==> config.mk <==
export PLATFORM = sky130hd
export DESIGN_NAME = alu_divider_seq_flat
export DESIGN_NICKNAME = d
export VERILOG_FILES = /design/src/rtl/alu_pkg.sv /design/src/rtl/alu_divider_seq_if.sv /design/src/rtl/alu_divider_seq_div_step.sv /design/src/rtl/alu_divider_seq.sv /design/src/flat_wrapper.sv
export SDC_FILE = /design/constraint.sdc
export NUM_CORES = 1
export LEC_CHECK = 0
export CAP_MARGIN = 5
export CORE_MARGIN = 2
export CORE_UTILIZATION = 55
export DETAILED_ROUTE_END_ITERATION = 12
export PLACE_DENSITY = 0.76
export SLEW_MARGIN = 20
export SYNTH_ARGS = -nofsm -noshare
export SYNTH_HDL_FRONTEND = slang
export SYNTH_SLANG_ARGS = --single-unit
==> constraint.sdc <==
create_clock -name clk -period 4.2 [get_ports clk]
set_clock_uncertainty 0.15 [all_clocks]
set_input_delay 0.42 -clock clk [delete_from_list [all_inputs] [get_ports clk]]
set_output_delay 0.42 -clock clk [all_outputs]
set_load 0.005 [all_outputs]
==> src/rtl/alu_pkg.sv <==
// Shared ALU definitions: divider state encoding, width constants and result conventions.
package alu_pkg;

    localparam int unsigned WIDTH = 32;
    localparam int unsigned CNT_W = 6;
    localparam int unsigned REM_W = WIDTH + 1;

    localparam logic [WIDTH-1:0] INT_MIN  = 32'h8000_0000;
    localparam logic [WIDTH-1:0] ALL_ONES = 32'hFFFF_FFFF;

    // A divide by zero returns all ones as the quotient and the dividend as the remainder.
    localparam logic [WIDTH-1:0] DIV_ZERO_QUOTIENT = ALL_ONES;

    localparam logic [CNT_W-1:0] LAST_STEP = CNT_W'(WIDTH - 1);

    typedef enum logic [1:0] {
        IDLE = 2'd0,
        CALC = 2'd1,
        FIX  = 2'd2,
        DONE = 2'd3
    } div_state_e;

    function automatic logic [WIDTH-1:0] neg_if(input logic [WIDTH-1:0] v, input logic en);
        return en ? (~v + WIDTH'(1)) : v;
    endfunction

endpackage

==> src/rtl/alu_divider_seq_if.sv <==
// Start/done handshake and operand/result bus between the ALU controller and the divider.
interface alu_divider_seq_if;
    import alu_pkg::*;

    logic             start;
    logic             is_signed;
    logic [WIDTH-1:0] X;
    logic [WIDTH-1:0] Y;
    logic             busy;
    logic             done;
    logic [WIDTH-1:0] quotient;
    logic [WIDTH-1:0] remainder;
    logic             div_zero;
    logic             overflow;

    modport master (
        output start, is_signed, X, Y,
        input  busy, done, quotient, remainder, div_zero, overflow
    );

    modport slave (
        input  start, is_signed, X, Y,
        output busy, done, quotient, remainder, div_zero, overflow
    );

endinterface

==> src/rtl/alu_divider_seq_div_step.sv <==
// One restoring-division step: shift in the next dividend bit and trial-subtract the divisor.
module div_step
    import alu_pkg::*;
(
    input  logic [REM_W-1:0] r_i,
    input  logic             x_msb_i,
    input  logic [WIDTH-1:0] ymag_i,
    output logic [REM_W-1:0] r_o,
    output logic             q_bit_o
);

    logic [REM_W:0] shifted;
    logic [REM_W:0] diff;

    // One spare bit on top keeps the borrow unambiguous; R < Ymag keeps the result within REM_W.
    always_comb begin
        shifted = {r_i, x_msb_i};
        diff    = shifted - (REM_W + 1)'(ymag_i);
        q_bit_o = ~diff[REM_W];
        r_o     = q_bit_o ? REM_W'(diff) : REM_W'(shifted);
    end

endmodule

==> src/rtl/alu_divider_seq.sv <==
// Sequential restoring divider, one quotient bit per cycle, signed/unsigned with sign fix-up.
module alu_divider_seq
    import alu_pkg::*;
(
    input  logic               clk,
    input  logic               rst,
    alu_divider_seq_if.slave   bus
);

    div_state_e       state_q, state_d;
    logic [CNT_W-1:0] cnt_q, cnt_d;
    logic [REM_W-1:0] rem_q, rem_d;
    logic [WIDTH-1:0] xmag_q, xmag_d;
    logic [WIDTH-1:0] ymag_q, ymag_d;
    logic [WIDTH-1:0] quo_acc_q, quo_acc_d;
    logic             sign_q_q, sign_q_d;
    logic             sign_r_q, sign_r_d;
    logic             special_q, special_d;
    logic             zero_q, zero_d;
    logic             busy_q, busy_d;
    logic             done_q, done_d;
    logic [WIDTH-1:0] quotient_q, quotient_d;
    logic [WIDTH-1:0] remainder_q, remainder_d;
    logic             div_zero_q, div_zero_d;
    logic             overflow_q, overflow_d;

    logic             x_neg, y_neg, is_zero, is_ovf;
    logic [REM_W-1:0] step_r;
    logic             step_q;

    div_step u_div_step (
        .r_i     (rem_q),
        .x_msb_i (xmag_q[WIDTH-1]),
        .ymag_i  (ymag_q),
        .r_o     (step_r),
        .q_bit_o (step_q)
    );

    always_comb begin
        state_d     = state_q;
        cnt_d       = cnt_q;
        rem_d       = rem_q;
        xmag_d      = xmag_q;
        ymag_d      = ymag_q;
        quo_acc_d   = quo_acc_q;
        sign_q_d    = sign_q_q;
        sign_r_d    = sign_r_q;
        special_d   = special_q;
        zero_d      = zero_q;
        busy_d      = busy_q;
        done_d      = done_q;
        quotient_d  = quotient_q;
        remainder_d = remainder_q;
        div_zero_d  = div_zero_q;
        overflow_d  = overflow_q;

        x_neg   = bus.is_signed & bus.X[WIDTH-1];
        y_neg   = bus.is_signed & bus.Y[WIDTH-1];
        is_zero = (bus.Y == '0);
        is_ovf  = bus.is_signed && (bus.X == INT_MIN) && (bus.Y == ALL_ONES);

        unique case (state_q)
            IDLE: begin
                if (bus.start) begin
                    // On divide by zero no steps run, so the raw dividend is parked for the remainder.
                    xmag_d     = is_zero ? bus.X : neg_if(bus.X, x_neg);
                    ymag_d     = neg_if(bus.Y, y_neg);
                    sign_q_d   = x_neg ^ y_neg;
                    sign_r_d   = x_neg;
                    cnt_d      = '0;
                    rem_d      = '0;
                    quo_acc_d  = '0;
                    div_zero_d = 1'b0;
                    overflow_d = 1'b0;
                    special_d  = is_zero | is_ovf;
                    zero_d     = is_zero;
                    busy_d     = 1'b1;
                    state_d    = (is_zero | is_ovf) ? FIX : CALC;
                end
            end
            CALC: begin
                xmag_d    = xmag_q << 1;
                rem_d     = step_r;
                quo_acc_d = {quo_acc_q[WIDTH-2:0], step_q};
                cnt_d     = cnt_q + CNT_W'(1);
                if (cnt_q == LAST_STEP) begin
                    state_d = FIX;
                end
            end
            FIX: begin
                if (special_q && zero_q) begin
                    quotient_d  = DIV_ZERO_QUOTIENT;
                    remainder_d = xmag_q;
                    div_zero_d  = 1'b1;
                end else if (special_q) begin
                    quotient_d  = INT_MIN;
                    remainder_d = '0;
                    overflow_d  = 1'b1;
                end else begin
                    quotient_d  = neg_if(quo_acc_q, sign_q_q);
                    remainder_d = neg_if(rem_q[WIDTH-1:0], sign_r_q);
                end
                done_d  = 1'b1;
                state_d = DONE;
            end
            DONE: begin
                done_d  = 1'b0;
                busy_d  = 1'b0;
                state_d = IDLE;
            end
            default: state_d = IDLE;
        endcase
    end

    always_ff @(posedge clk) begin
        if (rst) begin
            state_q     <= IDLE;
            cnt_q       <= '0;
            rem_q       <= '0;
            xmag_q      <= '0;
            ymag_q      <= '0;
            quo_acc_q   <= '0;
            sign_q_q    <= 1'b0;
            sign_r_q    <= 1'b0;
            special_q   <= 1'b0;
            zero_q      <= 1'b0;
            busy_q      <= 1'b0;
            done_q      <= 1'b0;
            quotient_q  <= '0;
            remainder_q <= '0;
            div_zero_q  <= 1'b0;
            overflow_q  <= 1'b0;
        end else begin
            state_q     <= state_d;
            cnt_q       <= cnt_d;
            rem_q       <= rem_d;
            xmag_q      <= xmag_d;
            ymag_q      <= ymag_d;
            quo_acc_q   <= quo_acc_d;
            sign_q_q    <= sign_q_d;
            sign_r_q    <= sign_r_d;
            special_q   <= special_d;
            zero_q      <= zero_d;
            busy_q      <= busy_d;
            done_q      <= done_d;
            quotient_q  <= quotient_d;
            remainder_q <= remainder_d;
            div_zero_q  <= div_zero_d;
            overflow_q  <= overflow_d;
        end
    end

    assign bus.busy      = busy_q;
    assign bus.done      = done_q;
    assign bus.quotient  = quotient_q;
    assign bus.remainder = remainder_q;
    assign bus.div_zero  = div_zero_q;
    assign bus.overflow  = overflow_q;

endmodule
==> src/flat_wrapper.sv <==
// flat-port wrapper written by rule: the top's interface ports become plain ports
module alu_divider_seq_flat import alu_pkg::*;
  (clk, rst, bus_start, bus_is_signed, bus_X, bus_Y, bus_busy, bus_done, bus_quotient, bus_remainder, bus_div_zero, bus_overflow);
  alu_divider_seq_if bus_i ();
  input  logic clk;
  input  logic rst;
  input wire logic [$bits(bus_i.start)-1:0] bus_start;
  input wire logic [$bits(bus_i.is_signed)-1:0] bus_is_signed;
  input wire logic [$bits(bus_i.X)-1:0] bus_X;
  input wire logic [$bits(bus_i.Y)-1:0] bus_Y;
  output wire logic [$bits(bus_i.busy)-1:0] bus_busy;
  output wire logic [$bits(bus_i.done)-1:0] bus_done;
  output wire logic [$bits(bus_i.quotient)-1:0] bus_quotient;
  output wire logic [$bits(bus_i.remainder)-1:0] bus_remainder;
  output wire logic [$bits(bus_i.div_zero)-1:0] bus_div_zero;
  output wire logic [$bits(bus_i.overflow)-1:0] bus_overflow;
  assign bus_i.start = bus_start;
  assign bus_i.is_signed = bus_is_signed;
  assign bus_i.X = bus_X;
  assign bus_i.Y = bus_Y;
  assign bus_busy = bus_i.busy;
  assign bus_done = bus_i.done;
  assign bus_quotient = bus_i.quotient;
  assign bus_remainder = bus_i.remainder;
  assign bus_div_zero = bus_i.div_zero;
  assign bus_overflow = bus_i.overflow;
  alu_divider_seq u_core (.clk(clk), .rst(rst), .bus(bus_i));
endmodule
# Word-level counts from Yosys, hierarchy flattened
# Index checks and enable logic that the tools add are counted.
word_totals:
  out_inout_bits: 68
  wordCells: 88
  input_bits: 68
  reg_bits: 209
classes:
  n_bitwise: 9
  n_mux: 31
  eq_ne: 11
  n_addsub: 6
  n_reduce_logical: 15
op_table:
  columns: ["operator", "count"]
  rows:
  - ["$mux W32", 11]
  - ["$add A32 B1 Y32 const B", 4]
  - ["$not A32 Y32", 4]
  - ["$pmux W32 S2", 2]
  - ["$mux W33", 2]
  - ["$pmux W33 S2", 1]
  - ["$eq A32 B32 Y1 const B", 2]
  - ["$sub A34 B32 Y34", 1]
  - ["$logic_not A32 Y1", 1]
  - ["$pmux W6 S2", 1]
  - ["$pmux W1 S2", 4]
  - ["$pmux W2 S4", 1]
  - ["$reduce_and A2 Y1", 4]
  - ["$reduce_bool A2 Y1", 4]
  - ["$add A6 B1 Y6 const B", 1]
  - ["$eq A6 B5 Y1 const B", 1]
  - ["$mux W2", 3]
  - ["$mux W6", 1]
  - ["$ne A2 B1 Y1 const B", 3]
  - ["$mux W1", 5]
  - ["$eq A2 B2 Y1 const B", 2]
  - ["$ne A2 B2 Y1 const B", 2]
  - ["$reduce_and A4 Y1", 1]
  - ["$logic_and A1 B1 Y1", 3]
  - ["other kinds (7)", 8]

# Longest topological paths before layout
# Gate-level depths: netlist of run 1.
logic_depth:
  word_depth: 7
  mapped_depth: 14
  mapped_depth_nobuf: 14

# Modules after synthesis
# A second synthesis of run 1 with hierarchy kept.
hier_totals:
  hier_cells: 1689
  area_unflattened_um2: 13440.4
by_module_without_submodules:
  columns: ["module", "instances", "area_each_um2", "cells_each", "seq_area_each_um2"]
  rows:
  - ["alu_divider_seq", 1, 11115.7, 1370, 4184.0]
  - ["div_step", 1, 2324.7, 319, 0.0]

# Worst setup path after synthesis of run 1
# OpenSTA, ideal clock, no wires.
synth_timing:
  path_type: "register to register"
  start: "register u_core.xmag_q[31]"
  end: "register u_core.rem_q[32]"
  required_ns: 3.933
  n_path_buf: 0
  setup_time_ns: 0.117
  setup_slack_ns: 1.117
  synth_period_minus_slack_ns: 3.083
  stages_incl_launch_ff: 15
  arrival_time_ns: 2.816
  path_cell_list: "dfxtp_1 -> inv_1 -> ha_1 -> inv_1 -> fa_1 -> a21oi_1 -> o22ai_1 -> o21ai_1 -> o31a_1 -> a21oi_1 -> nor3_1 -> o21ai_0 -> a2111o_1 -> xnor2_1 -> a22o_1"
synth_via:
  elab_chain_len: 3
synth_rtl:
  columns: ["item", "line", "rtl"]
  rows:
  - ["from (decl)", "alu_divider_seq.sv:13", "logic [WIDTH-1:0] xmag_q, xmag_d;"]
  - ["from (signal assigned)", "alu_divider_seq.sv:137", "xmag_q <= xmag_d;"]
  - ["$sub A34 B32 Y34", "alu_divider_seq_div_step.sv:18", "diff = shifted - (REM_W + 1)'(ymag_i);"]
  - ["$mux W33", "alu_divider_seq_div_step.sv:20", "r_o = q_bit_o ? REM_W'(diff) : REM_W'(shifted);"]
  - ["$pmux W33 S2", "alu_divider_seq.sv:62", "unique case (state_q)"]
  - ["to (signal assigned)", "alu_divider_seq.sv:136", "rem_q <= rem_d;"]
  - ["to (decl)", "alu_divider_seq.sv:12", "logic [REM_W-1:0] rem_q, rem_d;"]
# Every way passes these cells.
# A chain may end at the register's enable or synchronous reset.

# Worst setup path after layout of run 1
# Same ends and word-level chain as after synthesis.

==> flow_summary.json, run 1 <==
{
  "syn_area_um2": 12300,
  "drv_cap": 0,
  "max_stage_delay_ns": 0.46,
  "crit_path_max_fanout": 4,
  "n_antenna_cell": 0,
  "initial_core_util_pct": 56.2,
  "cp.arrival_ns": 3.95,
  "cp-startpoint": "u_core.xmag_q[31]$_SDFFE_PP0P_",
  "grtUsageTotal_pct": 28.2,
  "core_um2": 21900,
  "synth-seq-cells": 209,
  "setup_violations": 0,
  "cts_sinks": 209,
  "wl_per_cell_um": 17.9,
  "synthesis.nets": 1668,
  "worstSetupPathDepth": 14,
  "ios": 136,
  "reg2reg_to": "u_core.rem_q[32]$_SDFFE_PP0P_",
  "layout-drive-gt1-share_pct": 5.24,
  "wl_mm": 34.7,
  "grtUsageMet3_pct": 3.02,
  "globalRouteMet1Util_pct": 39.8,
  "routabilityCongestion": 0.910,
  "cts_max_level": 1,
  "synth_edf_count": 0,
  "crit_family": "compound AO/OA/AOI/OAI gates",
  "yosys.area.top_type": "dfxtp_1",
  "rrSetupSlack_ns": 0.50,
  "cts_made_buffers": 24,
  "synth.avg_cell_area_um2": 7.90,
  "timing.rr.start": "u_core.xmag_q[31]$_SDFFE_PP0P_",
  "drtIter0Drc": 936,
  "grt_max_degree": 109,
  "cts_resized": 0,
  "antenna_found_initial": 0,
  "hold_buffers": 0,
  "dieArea_um2": 23600,
  "synthTopCellsByArea": "dfxtp_1 (34%), xor2_1 (5.6%), nor2_1 (5.3%)",
  "die_w_um": 154,
  "crit_buf_inv": 2,
  "busiest_layer": "met2",
  "hold_path.class": "input pin to flip-flop",
  "clock_path_buffers": 3,
  "first_pass_iters": 6,
  "async_flop_share_pct": 0,
  "period_share_pct": 88.0,
  "cp_cell_sequence": "inv_1 -> ha_1 -> inv_1 -> fa_1 -> a21oi_1 -> o22ai_1 -> o21ai_1 -> o31a_1 -> a21oi_1 -> nor3_1 -> o21ai_0 -> a2111o_1 -> xnor2_1 -> a22o_1",
  "instances_no_fill": 1941,
  "rsz0062_at_grt": "no",
  "synth_cell_type_count": 62,
  "grt_first_pass_wirelength_mm": 55.6,
  "endpoint_kind": "flip-flop",
  "criticalPathCategory": "flip-flop to flip-flop",
  "r2r_cells": 14,
  "grt_use_met2_pct": 45.4,
  "slowest_stage": "a2111o_1",
  "ant_nets": 0,
  "vias": 12000,
  "yosysMostFrequentCell": "dfxtp_1",
  "cp-start-kind": "flip-flop",
  "hpwlAfterDp_mm": 25.1,
  "cts_setup_buffers": 0,
  "cts-root-buf": "clkbuf_16",
  "layout.nets": 1755,
  "endpoint": "u_core.rem_q[32]$_SDFFE_PP0P_",
  "via_per_inst": 6.16,
  "grt_overflow": 0,
  "outcome": "finished, final reports clean",
  "finalHoldViolations": 0,
  "max_freq_mhz": 271,
  "clkLatencyLatePin_ns": 0.52,
  "netlist_top_cells_count": "dfxtp_1 (209), nor2_1 (174), nand2_1 (140), o21ai_0 (99), a21oi_1 (97)",
  "synth-seq-area-share_pct": 34.0,
  "syn_to_final_growth_pct": 19.5,
  "slew_viol_final": 0,
  "io_buffers": 135,
  "worst_pin_slew_ns": 1.08,
  "relSlewSlack_pct": 27.7,
  "tritoncts": "built",
  "grt_pass1_vias": 10800,
  "drc": 0,
  "min_period_ns": 3.70,
  "tns_ns": 0,
  "place_inst": 1898,
  "powerDensity_nw_per_um2": 447,
  "leakagePower_uw": 0.00536,
  "synth-main-ff-cell": "dfxtp_1",
  "die_h_um": 154,
  "fp-row-count": 54,
  "yosys_warnings": 0,
  "power.ir.vdd_worst_mv": 0.328,
  "required_ns": 4.46,
  "synth_cells": 1557,
  "clkTransAtPathRegs_ns": 0.06,
  "synth_top_area_share_pct": 34.0
}
==> sequential cells by signal, summed over array words and instances (netlist names), 2 cells and up <==
register              count
u_core.ymag_q            32
u_core.bus.quotient      32
u_core.cnt_q              6
u_core.xmag_q            32
u_core.state_q            2
u_core.bus.remainder     32
u_core.quo_acc_q         32
u_core.rem_q             33
==> layout make-up <==
class | instances | area [um2]
sequential | 209 | 4190
timing repair buffer | 157 | 1530
tap | 280 | 350
fill | 1896 | 7190
clock inverter | 14 | 194
multi-input combinational | 1198 | 7570
inverter | 54 | 203
clock buffer | 29 | 669
==> report_power, final <==
group	switching [uW]	total [uW]	internal [uW]
Combinational	1170	1930	753
Clock	861	2250	1390
Sequential	187	2400	2210
Total	2220	6570	4350
==> stage by stage <==
stage	worst slack [ns]	area, um2	power (uW)	utilization (%)	hold WS (ns)
floorplan	1.12	12300	3730	-	0.282
global placement	0.451	13800	4290	63.2	0.288
detailed placement	0.389	13800	4320	63.2	0.290
CTS	0.624	14700	6570	67.2	0.258
global route	0.286	14700	6890	67.2	0.283
finish	0.504	14700	6570	67.2	0.270
==> routing by layer <==
metal  vias to the layer above  wire, um
met2                       482     15700
met5                         -         0
li1                       5787         -
met4                         0      1160
met1                      5615     15700
met3                        70      2210
==> how the worst min path moves through the flow <==
stage | from | end | slack (ns) | cells after the start
floorplan | u_core.ymag_q[15]$_SDFFE_PP0P_ | u_core.ymag_q[15]$_SDFFE_PP0P_ | 0.28 | 2
global placement | u_core.bus.quotient[21]$_SDFFE_PP0P_ | u_core.bus.quotient[21]$_SDFFE_PP0P_ | 0.29 | 2
detailed placement | u_core.bus.quotient[21]$_SDFFE_PP0P_ | u_core.bus.quotient[21]$_SDFFE_PP0P_ | 0.29 | 2
CTS | rst | u_core.quo_acc_q[16]$_SDFFE_PP0P_ | 0.26 | 2
global route | rst | u_core.quo_acc_q[31]$_SDFFE_PP0P_ | 0.28 | 2
finish | rst | u_core.quo_acc_q[19]$_SDFFE_PP0P_ | 0.27 | 2
==> kinds of logic after synthesis <==
group | count (synthesis) | synth area share, %
adders and majority gates | 43 | 4.43
DFF | 209 | 34.0
buffers and inverters | 150 | 4.61
and+or+nand+nor | 491 | 18.8
xor gates and xnor gates | 145 | 10.3
muxes | 26 | 2.12
AOI/OAI and AO/OA | 493 | 25.7
==> cells in the final DEF, fill, tap and decap left out, types with 9 or more instances in the layout <==
master / instances
mux2i_1: 26
buf_4: 22
o21ai_0: 99
clkdlybuf4s50_1: 134
a22oi_1: 68
nand3_1: 22
or3_1: 15
and3_1: 15
dfxtp_1: 207
nor3_1: 19
o21ai_1: 34
a21o_1: 9
o41ai_1: 17
xnor2_1: 66
o22ai_1: 31
a21oi_1: 96
nor4_1: 10
nor2_1: 172
nand4_1: 23
nor2b_1: 15
nand2b_1: 23
nand2_1: 140
o31ai_1: 25
inv_1: 53
ha_1: 41
o211ai_1: 32
a211oi_1: 31
clkbuf_16: 24
xor2_1: 79
No activity file was read; power rests on OpenSTA's default activity.
==> inputs of run 2 (changes only) <==
- GPL_TIMING_DRIVEN: default -> 1
- clock period: 4.2 -> 3.7 ns (I/O delays scaled with it)
==> run 2 against run 1 <==
Worst hold slack got worse by 0.18 ns; critical endpoint unchanged; highest routed layer unchanged; combinational power rose by 16%; via count rose by 0.40%.
==> flow_summary.json, run 2 (same netlist as run 1, synthesis figures left out) <==
{
  "cts-root-buf": "clkbuf_16",
  "outcome": "finished, final reports clean",
  "dieArea_um2": 23600,
  "period_share_pct": 95.9,
  "layout-drive-gt1-share_pct": 6.64,
  "drc": 0,
  "cts_sinks": 209,
  "die_h_um": 154,
  "ant_nets": 0,
  "finalHoldViolations": 0,
  "routabilityCongestion": 0.918,
  "instances_no_fill": 1968,
  "pre_cts_ws_ns": 0.0182,
  "p_comb_share_pct": 29.7,
  "regArea_um2": 4190,
  "core_um2": 21900,
  "fillerInstances": 1832,
  "min_delay_path_depth": 2,
  "clkTransAtPathRegs_ns": 0.06,
  "place_inst": 1926,
  "antenna_found_initial": 1,
  "finalPower_uw": 7500,
  "hpwlAfterDp_mm": 25.4,
  "largest_register_ff_count": 33,
  "tns_ns": 0,
  "r2r_cells": 14,
  "multi_input_area_um2": 7580,
  "endpoint_kind": "flip-flop",
  "reg2reg_to": "u_core.rem_q[32]$_SDFFE_PP0P_",
  "criticalPathCategory": "flip-flop to flip-flop",
  "powerDensity_nw_per_um2": 503,
  "grt_max_degree": 135,
  "fp-row-count": 54,
  "die_w_um": 154,
  "clock_path_buffers": 3,
  "required_ns": 3.97,
  "slowest_stage": "a2111o_1",
  "layout.nets": 1783,
  "setup_ws_ns": 0.151,
  "hold_path.class": "input pin to flip-flop",
  "io_buffers": 135,
  "max_freq_mhz": 282,
  "wl_per_cell_um": 18.1,
  "p_sw_uw": 2530,
  "cp-startpoint": "u_core.xmag_q[31]$_SDFFE_PP0P_",
  "final_core_util_pct": 68.2,
  "grtUsageTotal_pct": 29.0,
  "slew_viol_final": 0,
  "n_antenna_cell": 0,
  "vias": 12000,
  "regMostFlops": "u_core.rem_q",
  "max_stage_delay_ns": 0.45,
  "cts_max_level": 1,
  "drtIter0Drc": 923,
  "cts_made_buffers": 24,
  "p_int_uw": 4970,
  "power_frac_seq_pct": 36.3,
  "crit_path_max_fanout": 4,
  "pwr-share-clk_pct": 34.1,
  "layout_commonest_cell": "dfxtp_1",
  "ios": 136,
  "hp-start": "rst",
  "holdPathEnd": "u_core.bus.remainder[1]$_SDFFE_PP0P_",
  "leakagePower_uw": 0.00550,
  "wl_mm": 35.6,
  "switching_share_pct": 33.7,
  "grt_pass1_vias": 11100,
  "worst_pin_slew_ns": 1.07,
  "grt_overflow": 0,
  "power.ir.vdd_worst_mv": 0.408,
  "clkLatencyLatePin_ns": 0.54,
  "setup_violations": 0,
  "timing.rr.start": "u_core.xmag_q[31]$_SDFFE_PP0P_",
  "first_pass_iters": 5,
  "grt_first_pass_wirelength_mm": 57.1,
  "via_per_inst": 6.10,
  "relSlewSlack_pct": 28.5,
  "initial_core_util_pct": 56.2,
  "cp.arrival_ns": 3.82,
  "drv_cap": 0,
  "rrSetupSlack_ns": 0.15,
  "syn_to_final_growth_pct": 21.3,
  "min_period_ns": 3.55,
  "rsz0062_at_grt": "no",
  "tritoncts": "built",
  "cp_cell_sequence": "inv_1 -> ha_1 -> inv_1 -> fa_1 -> a21oi_1 -> o22ai_1 -> o21ai_2 -> o31a_1 -> a21oi_1 -> nor3_1 -> o21ai_0 -> a2111o_1 -> xnor2_1 -> a22o_1",
  "cp-start-kind": "flip-flop",
  "hold_buffers": 0,
  "final_cell_mix": "dfxtp_1 (208), nor2_1 (172), nand2_1 (140), clkdlybuf4s50_1 (134), o21ai_0 (99)"
}
## run 2: power groups by stage
| stage | Sequential [uW] | Combinational (uW) | Clock [uW] |
|---|---|---|---|
| 2_1_floorplan | 2690 | 1540 | 0 |
| 3_3_place_gp | 2750 | 2130 | 0 |
| 3_5_place_dp | 2760 | 2170 | 0 |
| 4_1_cts | 2720 | 2190 | 2590 |
| 5_1_grt | 2750 | 2450 | 2680 |
| 6_report | 2720 | 2230 | 2560 |
## run 2: stage by stage
| stage | area [um2] | hold slack [ns] |
|---|---|---|
| CTS | 14900 | 0.0804 |
| global placement | 14000 | 0.289 |
| finish | 14900 | 0.0887 |
| global route | 14900 | 0.101 |
| detailed placement | 14000 | 0.290 |
| floorplan | 12300 | 0.282 |
## run 2: metal layers
metal	wire length, um	vias up	part of all wire [%]	track usage, %
met4	873	0	2.5	8.69
met1	15800	5687	44	39.9
met3	2260	60	6.3	4.03
met5	0	-	0	0
li1	-	5833	-	-
met2	16600	422	47	47.5
## run 2: area by class of cell
class | instances | area share [%]
Clock buffer | 33 | 4.65
Inverter | 54 | 1.36
Tap cell | 280 | 2.35
Timing Repair Buffer | 185 | 11.7
Clock inverter | 9 | 1.14
Sequential cell | 209 | 28.1
Multi-Input combinational cell | 1198 | 50.8
## run 2: what timing repair did
action                     4_1_cts  5_1_grt
hold endpoints to repair         0        0
gates resized for setup          0        2
setup buffers                    0        0
setup endpoints to repair        0        4
## run 2: how the worst max path moves through the flow
stage	endpoint	slack, ns
6_report	u_core.rem_q[32]$_SDFFE_PP0P_	0.15
3_5_place_dp	u_core.xmag_q[30]$_SDFFE_PP0P_	0.02
3_3_place_gp	u_core.xmag_q[30]$_SDFFE_PP0P_	0.1
4_1_cts	u_core.rem_q[32]$_SDFFE_PP0P_	0.20
5_1_grt	u_core.rem_q[32]$_SDFFE_PP0P_	0.01
2_1_floorplan	u_core.rem_q[32]$_SDFFE_PP0P_	0.62
## run 2: worst max-delay path, delay by kind of cell, from the launching register on
| family | cells | cell delay [ns] |
|---|---|---|
| adder cells (fa/ha/maj) | 2 | 0.55 |
| AND/OR/NAND/NOR | 1 | 0.27 |
| flip-flops | 1 | 0.34 |
| XOR/XNOR | 1 | 0.13 |
| buffers and inverters | 2 | 0.12 |
| AO/OA/AOI/OAI | 8 | 1.87 |
==> inputs of run 3 (changes only) <==
- CAP_MARGIN: 5 -> default
- TNS_END_PERCENT: default -> 50
==> results of run 3 <==
The final DEF is identical to that of run 2; final timing and power are the same.
